**config.mk**
```make
export PLATFORM = sky130hd
export DESIGN_NAME = ps2_host_tx_flat
export DESIGN_NICKNAME = d
export VERILOG_FILES = /design/src/rtl/ps2_pkg.sv /design/src/rtl/ps2_host_tx_if.sv /design/src/rtl/ps2_edge_sync.sv /design/src/rtl/ps2_host_tx.sv /design/src/flat_wrapper.sv
export SDC_FILE = /design/constraint.sdc
export NUM_CORES = 1
export LEC_CHECK = 0
export ABC_AREA = 1
export CAP_MARGIN = 5
export CORE_MARGIN = 5
export CORE_UTILIZATION = 45
export DETAILED_ROUTE_END_ITERATION = 10
export MAX_ROUTING_LAYER = met4
export PLACE_DENSITY = 0.71
export SLEW_MARGIN = 40
export SYNTH_ARGS = -nofsm -noshare
export SYNTH_HDL_FRONTEND = slang
export SYNTH_SLANG_ARGS = --single-unit
```
**constraint.sdc**
```tcl
create_clock -name clk -period 4.3 [get_ports clk]
set_input_delay 0.43 -clock clk [delete_from_list [all_inputs] [get_ports clk]]
set_output_delay 0.43 -clock clk [all_outputs]
set_load 0.05 [all_outputs]
```
**src/rtl/ps2_pkg.sv**
```systemverilog
// Shared PS/2 definitions: host-transmit FSM encoding, command bytes and frame builder.
package ps2_pkg;

    typedef enum logic [2:0] {
        StIdle,
        StInhibit,
        StRts,
        StSend,
        StAck,
        StWaitIdle
    } ps2_state_e;

    localparam logic [7:0] CMD_SET_LEDS = 8'hED;
    localparam logic [7:0] CMD_RESET    = 8'hFF;
    localparam logic [7:0] RSP_ACK      = 8'hFA;

    localparam int unsigned FRAME_BITS = 10;

    // Bits after the start bit, LSB first: d0..d7, odd parity, stop.
    function automatic logic [FRAME_BITS-1:0] build_frame(input logic [7:0] data);
        return {1'b1, ~^data, data};
    endfunction

endpackage

```
**src/rtl/ps2_host_tx_if.sv**
```systemverilog
// Command-side handshake and status bundle of the PS/2 host transmitter.
interface ps2_host_tx_if;

    logic [7:0] tx_data;
    logic       tx_valid;
    logic       tx_ready;
    logic       busy;
    logic       done;
    logic       ack_ok;
    logic       timeout_err;

    modport master (
        output tx_data, tx_valid,
        input  tx_ready, busy, done, ack_ok, timeout_err
    );

    modport slave (
        input  tx_data, tx_valid,
        output tx_ready, busy, done, ack_ok, timeout_err
    );

endinterface

```
**src/rtl/ps2_edge_sync.sv**
```systemverilog
// Pin synchronizer with one-cycle falling-edge strobe; flops idle high like the bus.
module ps2_edge_sync #(
    parameter int unsigned SYNC_STAGES = 2
) (
    input  logic clk,
    input  logic rst,
    input  logic pin_in,
    output logic level,
    output logic fall
);

    logic [SYNC_STAGES-1:0] sync_q, sync_d;
    logic                   prev_q, prev_d;

    always_comb begin
        sync_d = {sync_q[SYNC_STAGES-2:0], pin_in};
        prev_d = sync_q[SYNC_STAGES-1];
    end

    always_ff @(posedge clk or posedge rst) begin
        if (rst) begin
            sync_q <= '1;
            prev_q <= 1'b1;
        end else begin
            sync_q <= sync_d;
            prev_q <= prev_d;
        end
    end

    assign level = sync_q[SYNC_STAGES-1];
    assign fall  = prev_q & ~level;

endmodule

```
**src/rtl/ps2_host_tx.sv**
```systemverilog
// PS/2 host-to-device transmitter: inhibit, request-to-send, shift on device falls, ACK check.
module ps2_host_tx
    import ps2_pkg::*;
#(
    parameter int unsigned INHIBIT_CYCLES = 10000,
    parameter int unsigned TIMEOUT_CYCLES = 2000000,
    parameter int unsigned SYNC_STAGES    = 2
) (
    input  logic          clk,
    input  logic          rst,
    ps2_host_tx_if.slave  bus,
    input  logic          ps2_clk_in,
    input  logic          ps2_data_in,
    output logic          ps2_clk_oe,
    output logic          ps2_data_oe
);

    localparam int unsigned InhW = $clog2(INHIBIT_CYCLES + 1);
    localparam int unsigned WdW  = $clog2(TIMEOUT_CYCLES + 1);

    ps2_state_e            state_q, state_d;
    logic [InhW-1:0]       inh_q, inh_d;
    logic [WdW-1:0]        wd_q, wd_d;
    logic [FRAME_BITS-1:0] frame_q, frame_d;
    logic [3:0]            bit_idx_q, bit_idx_d;
    logic                  clk_oe_q, clk_oe_d;
    logic                  data_oe_q, data_oe_d;
    logic                  done_q, done_d;
    logic                  ack_ok_q, ack_ok_d;
    logic                  timeout_q, timeout_d;

    logic clk_lvl, clk_fall, data_lvl, unused_data_fall;
    logic wd_active, wd_expired;

    ps2_edge_sync #(.SYNC_STAGES(SYNC_STAGES)) u_clk_sync (
        .clk    (clk),
        .rst    (rst),
        .pin_in (ps2_clk_in),
        .level  (clk_lvl),
        .fall   (clk_fall)
    );

    ps2_edge_sync #(.SYNC_STAGES(SYNC_STAGES)) u_data_sync (
        .clk    (clk),
        .rst    (rst),
        .pin_in (ps2_data_in),
        .level  (data_lvl),
        .fall   (unused_data_fall)
    );

    assign wd_active  = (state_q == StSend) || (state_q == StAck) || (state_q == StWaitIdle);
    assign wd_expired = wd_active && (wd_q == WdW'(TIMEOUT_CYCLES - 1));

    always_comb begin
        state_d   = state_q;
        inh_d     = inh_q;
        wd_d      = wd_q;
        frame_d   = frame_q;
        bit_idx_d = bit_idx_q;
        clk_oe_d  = clk_oe_q;
        data_oe_d = data_oe_q;
        done_d    = 1'b0;
        ack_ok_d  = ack_ok_q;
        timeout_d = timeout_q;

        if (wd_active) begin
            wd_d = wd_q + 1'b1;
        end

        unique case (state_q)
            StIdle: begin
                if (bus.tx_valid) begin
                    frame_d   = build_frame(bus.tx_data);
                    clk_oe_d  = 1'b1;
                    inh_d     = '0;
                    ack_ok_d  = 1'b0;
                    timeout_d = 1'b0;
                    state_d   = StInhibit;
                end
            end
            StInhibit: begin
                if (inh_q == InhW'(INHIBIT_CYCLES - 1)) begin
                    data_oe_d = 1'b1;
                    state_d   = StRts;
                end else begin
                    inh_d = inh_q + 1'b1;
                end
            end
            StRts: begin
                clk_oe_d  = 1'b0;
                bit_idx_d = '0;
                wd_d      = '0;
                state_d   = StSend;
            end
            StSend: begin
                // Device samples on its rising edge, so the next bit goes out right after a fall.
                if (clk_fall) begin
                    data_oe_d = ~frame_q[bit_idx_q];
                    bit_idx_d = bit_idx_q + 4'd1;
                    if (bit_idx_q == 4'(FRAME_BITS - 1)) begin
                        state_d = StAck;
                    end
                end
            end
            StAck: begin
                if (clk_fall) begin
                    ack_ok_d = ~data_lvl;
                    state_d  = StWaitIdle;
                end
            end
            StWaitIdle: begin
                if (clk_lvl && data_lvl) begin
                    done_d  = 1'b1;
                    state_d = StIdle;
                end
            end
            default: state_d = StIdle;
        endcase

        if (wd_expired) begin
            clk_oe_d  = 1'b0;
            data_oe_d = 1'b0;
            timeout_d = 1'b1;
            ack_ok_d  = 1'b0;
            done_d    = 1'b1;
            state_d   = StIdle;
        end
    end

    always_ff @(posedge clk or posedge rst) begin
        if (rst) begin
            state_q   <= StIdle;
            inh_q     <= '0;
            wd_q      <= '0;
            frame_q   <= '0;
            bit_idx_q <= '0;
            clk_oe_q  <= 1'b0;
            data_oe_q <= 1'b0;
            done_q    <= 1'b0;
            ack_ok_q  <= 1'b0;
            timeout_q <= 1'b0;
        end else begin
            state_q   <= state_d;
            inh_q     <= inh_d;
            wd_q      <= wd_d;
            frame_q   <= frame_d;
            bit_idx_q <= bit_idx_d;
            clk_oe_q  <= clk_oe_d;
            data_oe_q <= data_oe_d;
            done_q    <= done_d;
            ack_ok_q  <= ack_ok_d;
            timeout_q <= timeout_d;
        end
    end

    assign bus.tx_ready    = (state_q == StIdle);
    assign bus.busy        = (state_q != StIdle);
    assign bus.done        = done_q;
    assign bus.ack_ok      = ack_ok_q;
    assign bus.timeout_err = timeout_q;
    assign ps2_clk_oe      = clk_oe_q;
    assign ps2_data_oe     = data_oe_q;

endmodule

```
**src/flat_wrapper.sv**
```systemverilog
// flat-port wrapper written by rule: the top's interface ports become plain ports
module ps2_host_tx_flat import ps2_pkg::*;
#(
    parameter int unsigned INHIBIT_CYCLES = 10000,
    parameter int unsigned TIMEOUT_CYCLES = 2000000,
    parameter int unsigned SYNC_STAGES    = 2
)
  (clk, rst, ps2_clk_in, ps2_data_in, ps2_clk_oe, ps2_data_oe, bus_tx_data, bus_tx_valid, bus_tx_ready, bus_busy, bus_done, bus_ack_ok, bus_timeout_err);
  ps2_host_tx_if bus_i ();
  input  logic clk;
  input  logic rst;
  input  logic ps2_clk_in;
  input  logic ps2_data_in;
  output logic ps2_clk_oe;
  output logic ps2_data_oe;
  input wire logic [$bits(bus_i.tx_data)-1:0] bus_tx_data;
  input wire logic [$bits(bus_i.tx_valid)-1:0] bus_tx_valid;
  output wire logic [$bits(bus_i.tx_ready)-1:0] bus_tx_ready;
  output wire logic [$bits(bus_i.busy)-1:0] bus_busy;
  output wire logic [$bits(bus_i.done)-1:0] bus_done;
  output wire logic [$bits(bus_i.ack_ok)-1:0] bus_ack_ok;
  output wire logic [$bits(bus_i.timeout_err)-1:0] bus_timeout_err;
  assign bus_i.tx_data = bus_tx_data;
  assign bus_i.tx_valid = bus_tx_valid;
  assign bus_tx_ready = bus_i.tx_ready;
  assign bus_busy = bus_i.busy;
  assign bus_done = bus_i.done;
  assign bus_ack_ok = bus_i.ack_ok;
  assign bus_timeout_err = bus_i.timeout_err;
  ps2_host_tx #(.INHIBIT_CYCLES(INHIBIT_CYCLES), .TIMEOUT_CYCLES(TIMEOUT_CYCLES), .SYNC_STAGES(SYNC_STAGES)) u_core (.clk(clk), .rst(rst), .bus(bus_i), .ps2_clk_in(ps2_clk_in), .ps2_data_in(ps2_data_in), .ps2_clk_oe(ps2_clk_oe), .ps2_data_oe(ps2_data_oe));
endmodule
```
**After elaboration in Yosys (flattened, before gate mapping)**

Index checks and enable logic that the tools add are counted.

- Bits in registers: 62
- Input bits: 13
- Output and inout port bits: 7
- Word-level logic and storage cells: 94

- Add/sub/neg operators: 3
- Magnitude comparators: 1
- Eq/ne operators: 17
- Muxes and demuxes: 33
- Bitwise logic cells: 4
- Reduce and logical (&&, ||, !) cells: 23

Operators with widths:

| kind | count |
|---|---|
| 2-to-1 mux 21 bit | 2 |
| 2-to-1 mux 14 bit | 2 |
| case mux 14 bit (2 select lines) | 1 |
| adder 21 x 1 -> 21 bit, second input constant | 1 |
| == test 21 bit, second input constant | 1 |
| 2-to-1 mux 3 bit | 7 |
| case mux 3 bit (6 select lines) | 1 |
| adder 14 x 1 -> 14 bit, second input constant | 1 |
| == test 14 bit, second input constant | 1 |
| 2-to-1 mux 1 bit | 14 |
| nonzero test 3 bit | 4 |
| nonzero test 2 bit | 5 |
| inequality test 3 x 1 -> 1 bit, second input constant | 3 |
| inequality test 3 x 2 -> 1 bit, second input constant | 3 |
| AND reduction 3 bit | 3 |
| case mux 4 bit (2 select lines) | 1 |
| AND reduction 2 bit | 4 |
| XNOR reduction 8 bit | 1 |
| == test 3 x 2 -> 1 bit, second input constant | 2 |
| == test 3 bit, second input constant | 2 |
| case mux 1 bit (2 select lines) | 3 |
| AND reduction 6 bit | 1 |
| less-than comparator 4 x 5 -> 1 bit, second input constant | 1 |
| adder 4 x 1 -> 4 bit, second input constant | 1 |
| other kinds (11) | 16 |

**Logic depth before layout (Yosys ltp)**

- Depth in word-level cells: 6
- Gate-level depth with buffers: 11
- Gate-level depth less buffers: 11

**Hierarchy**

A second synthesis with hierarchy kept.

- Cells, all modules: 535
- Area total of the unflattened synthesis: 3794.9 sq um

By module, submodules not included:

| module | instances | cells an instance | area each (sq um) | sequential area each (sq um) |
|---|---|---|---|---|
| ps2_host_tx | 1 | 523 | 3609.7 | 1426.4 |
| ps2_edge_sync | 2 | 6 | 92.6 | 78.8 |

**Worst setup path before layout**

No wires, ideal clock.

- Path kind: register to register
- From: register u_core.state_q[0]
- To: register u_core.state_q[2]
- Library setup time: 0.117 ns
- Data arrival time: 2.426 ns
- Required time: 4.183 ns
- Setup slack: 1.757 ns
- Cell stages (with the launch flop): 10
- Path buffers: 0
- Period minus slack after synthesis: 2.543 ns
- Path through: dfrtp_1 -> inv_1 -> nand2_1 -> nor2_1 -> inv_1 -> or2_2 -> nand2_1 -> inv_1 -> nand3_1 -> nand2_1

- Elaborated cells on any way between the ends: 18
- Those cells by class: eq/ne (11); mux (2); reduce/logical (5)

RTL lines:

| element | line | source |
|---|---|---|
| start: declaration | ps2_host_tx.sv:21 | `ps2_state_e state_q, state_d;` |
| start signal: assignment | ps2_host_tx.sv:132 | `state_q <= StIdle;` |
| start signal: assignment | ps2_host_tx.sv:143 | `state_q <= state_d;` |
| logical NOT 3 bit * | -- |  |
| net bus_tx_ready | flat_wrapper.sv:18 | `output wire logic [$bits(bus_i.tx_ready)-1:0] bus_tx_ready;` |
| inequality test 3 x 2 -> 1 bit (no line) / case mux 3 bit (6 select lines) (equally long branches) | -- |  |
| AND reduction 6 bit (no line) / 2-to-1 mux 3 bit (equally long branches) | -- |  |

The timed path passes the listed nets; every way through them passes the cells marked *.
A chain may end at the register's enable or synchronous reset.

**Final worst setup path**

- From: register u_core.state_q[0]
- To: output bus_tx_ready

- Word-level cells in the longest chain between the ends: 1

RTL lines:

| element | line | source |
|---|---|---|
| logical NOT 3 bit | ps2_host_tx.sv:156 | `assign bus.tx_ready = (state_q == StIdle);` |
| end: declaration | flat_wrapper.sv:18 |  |

Every way passes these cells.

==> qor.csv <==
stage;metric;value;unit
global_route;antenna_found_initial;0;
die;ios;20;
yosys;synth-seq-cells;62;
cts;cts_tree;yes;
yosys;synth-edff-count;0;
global_route;grt_max_degree;38;
yosys;synthTopCellsByArea;dfrtp_1 41%, nand2_1 14%, inv_1 6.4%;
yosys;ys_top_cells_by_count;126 x nand2_1, 59 x inv_1, 57 x dfrtp_1, 55 x nor2_1, 37 x nand3_1;
worst_setup_path;end_kind;output pin;
yosys;async_reset_ff_frac;1.000;
yosys;synth-simple-area-share;0.3270;
detailed_routing;routed_wirelength;7138;um
status;outcome;completed;
die;fp-row-count;32;
cells_and_area;nFillCells;731;
timing;drv_slew;0;
detailed_routing;vias_per_cell;4.946;
placement;place_congestion;0.9156;
cells_and_area;multi_input_area;0.001638;sq mm
worst_setup_path;slowest_stage;clkdlybuf4s50_1;
yosys;synth.distinct_cells;36;
timing;setup_tns;0;ns
cells_and_area;seqCellArea;0.001558;sq mm
cells_and_area;post-route-util;0.5234;
power_and_ir_drop;p_comb_frac;0.031;
timing;grt_setup_unrepaired;no;
yosys;synth_top_cell_by_area;dfrtp_1;
cts;post-cts-setup-buffer-count;0;
cts;htree_num_levels;3;
die;design.core.area;0.007607;sq mm
yosys;synth_top_family_by_area;simple AND/OR/NAND/NOR gates;
power_and_ir_drop;power_leakage;1.874;nW
yosys;yosys.area_share.adder;0.01444;
worst_setup_path;crit_fanout;5;
worst_setup_path;path_cells;inv_1 -> nand2_1 -> nor2_1 -> clkdlybuf4s50_1;
cts;root_buffer;clkbuf_8;
yosys;synthCells;467;
worst_setup_path;cp.required;3.87;ns
cells_and_area;final_nets;509;
timing;setup_viol;0;
power_and_ir_drop;internal_power;0.9578;mW
global_route;grt_usage;0.1601;
cts;clk_latency;0.32;ns
cts;hold_buffers;0;
global_route;grt_overflow;0;
timing;finalCritPeriodShare;0.5765;
global_route;grt_pass1_vias;2869;
timing;period_minus_slack;2.479;ns
detailed_routing;first_iter_violations;196;
yosys;synth_flop_cell;dfrtp_1;
yosys;synthMuxAreaShare;0.003248;
hold_path;min_path_type;register to register;
worst_setup_path;cpPeakStageDelay;0.85;ns
detailed_routing;wl_per_cell;11.94;um
yosys;synthXorXnorAreaFrac;0.03537;
worst_setup_path;cp-start-kind;register;
yosys;syn_nets;484;
detailed_routing;drt_pass1_iterations;5;
timing;fin_hold_ws;0.3553;ns
placement;placed_cells;583;
yosys;yosysWarnings;0;
die;die_w;97.78;um
power_and_ir_drop;clkPwrFrac;0.477;
worst_setup_path;crit_arrival;2.05;ns
yosys;synth.avg_cell_area;7.424;sq um
power_and_ir_drop;pwr-share-seq;0.493;
timing;max_slew_margin;0.6349;
die;die_area;0.009560;sq mm
cts;clkTransAtPathRegs;0.06;ns
job;maxCapViolations;0;
yosys;syn-cell-area;0.003467;sq mm
die;fp.dieH;97.78;um
detailed_routing;final_antenna_net_count;0;
placement;io_buffers;19;
detailed_routing;remaining_drc_errors;0;
power_and_ir_drop;powerDensity;299.9;mW/mm^2
cells_and_area;fin_cells;598;
power_and_ir_drop;p_sw;0.2361;mW
timing;clock.fmax;403.4;MHz
power_and_ir_drop;sw_frac_of_total;0.1978;
cells_and_area;drive_above_1_share;0.08065;
die;initial_utilization;0.4558;
cells_and_area;diodes;0;
detailed_routing;routed-via-count;2958;
placement;hpwl;5238;um
timing;worst_pin_slew;0.5469;ns
cts;cts_resized;0;
yosys;synth-compound-area-share;0.09239;
timing;fin_worst_skew;0.009893;ns
cells_and_area;areaGrowthSynthToFinish;14.83;%
cts;clockBufferDepth;2;
yosys;ys_seq_area_frac;0.4493;
cts;cts_buffers;9;
yosys;yosysMostFrequentCell;nand2_1;
yosys;synth_top_area_frac;0.4114;
power_and_ir_drop;peakVddDrop;0.1987;mV
timing;hold_viol_final;0;
global_route;grt_pass1_wl;12420;um
worst_setup_path;path_class;register to output pin;
cts;clock-sinks;62;
metrics by stage:
step                      power [mW]  worst slack, ns  instance area, sq um
after floorplan               0.6186            1.757                  3467
after global placement        0.6368            2.204                  3760
after detailed placement      0.6368            2.186                  3760
after CTS                      1.209            1.818                  3981
after global routing           1.240            1.759                  3981
final                          1.194            1.821                  3981
layout by cell type, fill, tap and decap left out, types with 2 or more instances in the layout:
| cell type | netlist | final |
|---|---|---|
| clkbuf_8 | 0 | 11 |
| nor2_1 | 55 | 55 |
| o21ai_0 | 29 | 29 |
| or2_2 | 3 | 3 |
| nand2_2 | 3 | 3 |
| dfrtp_1 | 57 | 57 |
| nand3_1 | 37 | 37 |
| nor3_1 | 11 | 11 |
| clkinv_2 | 0 | 2 |
| bufinv_16 | 0 | 2 |
| nand3b_1 | 2 | 2 |
| o21ai_1 | 3 | 3 |
| ha_1 | 4 | 4 |
| nor2_2 | 2 | 2 |
| inv_2 | 3 | 4 |
| dfstp_2 | 5 | 5 |
| o31ai_1 | 2 | 2 |
| inv_1 | 59 | 58 |
| xor2_1 | 8 | 8 |
| nand2_4 | 3 | 3 |
| nand2_1 | 126 | 126 |
| o211ai_1 | 2 | 2 |
| clkdlybuf4s50_1 | 0 | 19 |
| a21oi_1 | 16 | 16 |
| xnor2_1 | 6 | 6 |
| nand4_1 | 13 | 13 |
| o22ai_1 | 3 | 3 |
cell type report:
type | instances | share of cell area
clock buffers | 11 | 0.03803
clock inverters | 4 | 0.01760
inverters | 63 | 0.06003
multi-input cells | 336 | 0.4114
flip-flops and latches | 62 | 0.3913
well taps | 102 | 0.03206
repair buffers | 20 | 0.04965
layer usage:
layer	up-vias	GRT usage	wire [um]
met5	-	-	0
met2	42	0.2609	3363
met3	8	0.02714	184
met4	0	0.05112	81
li1	1550	-	-
met1	1358	0.2042	3509
worst max-delay path, delay by kind of cell (launching register included):
family	cells	cell delay (ns)
buf+inv	2	0.99
flops	1	0.41
simple gates	2	0.32
power by group through the flow:
stage / combinational (mW) / clock, mW / sequential [mW]
2_1_floorplan: 0.0197 / 0 / 0.599
3_3_place_gp: 0.0377 / 0 / 0.599
3_5_place_dp: 0.0375 / 0 / 0.599
4_1_cts: 0.0376 / 0.583 / 0.588
5_1_grt: 0.0410 / 0.611 / 0.588
6_report: 0.0365 / 0.569 / 0.588
sequential cells by signal, indices dropped and copies added (netlist names):
register / count
u_core.ps2_clk_oe: 1
u_core.state_q: 3
u_core.u_data_sync.sync_q: 2
u_core.u_clk_sync.sync_q: 2
u_core.u_clk_sync.prev_q: 1
u_core.ps2_data_oe: 1
u_core.inh_q: 14
u_core.bit_idx_q: 4
u_core.wd_q: 21
u_core.bus.done: 1
u_core.frame_q: 10
u_core.bus.timeout_err: 1
u_core.bus.ack_ok: 1
worst paths after layout:
check                                             from                          end  slack [ns]  cells past startpoint
hold / removal             u_core.u_clk_sync.sync_q[0]  u_core.u_clk_sync.sync_q[1]        0.36                      0
min in group asynchronous                          rst              u_core.inh_q[9]        0.47                      2
hold reg to reg            u_core.u_clk_sync.sync_q[0]  u_core.u_clk_sync.sync_q[1]        0.36                      0
setup / recovery                     u_core.state_q[0]                 bus_tx_ready        1.82                      4
setup reg to reg                     u_core.state_q[0]              u_core.inh_q[6]        2.29                      8
max in group asynchronous                          rst  u_core.u_clk_sync.sync_q[1]        2.93                      3
logic make-up after synthesis:
logic type                 after synthesis
adders and majority gates                4
DFF                                     62
xor gates and xnor gates                14
muxes                                    1
and+or+nand+nor                        258
AOI/OAI and AO/OA                       59
buffers and inverters                   69
Power figures use the tool's default switching activity.
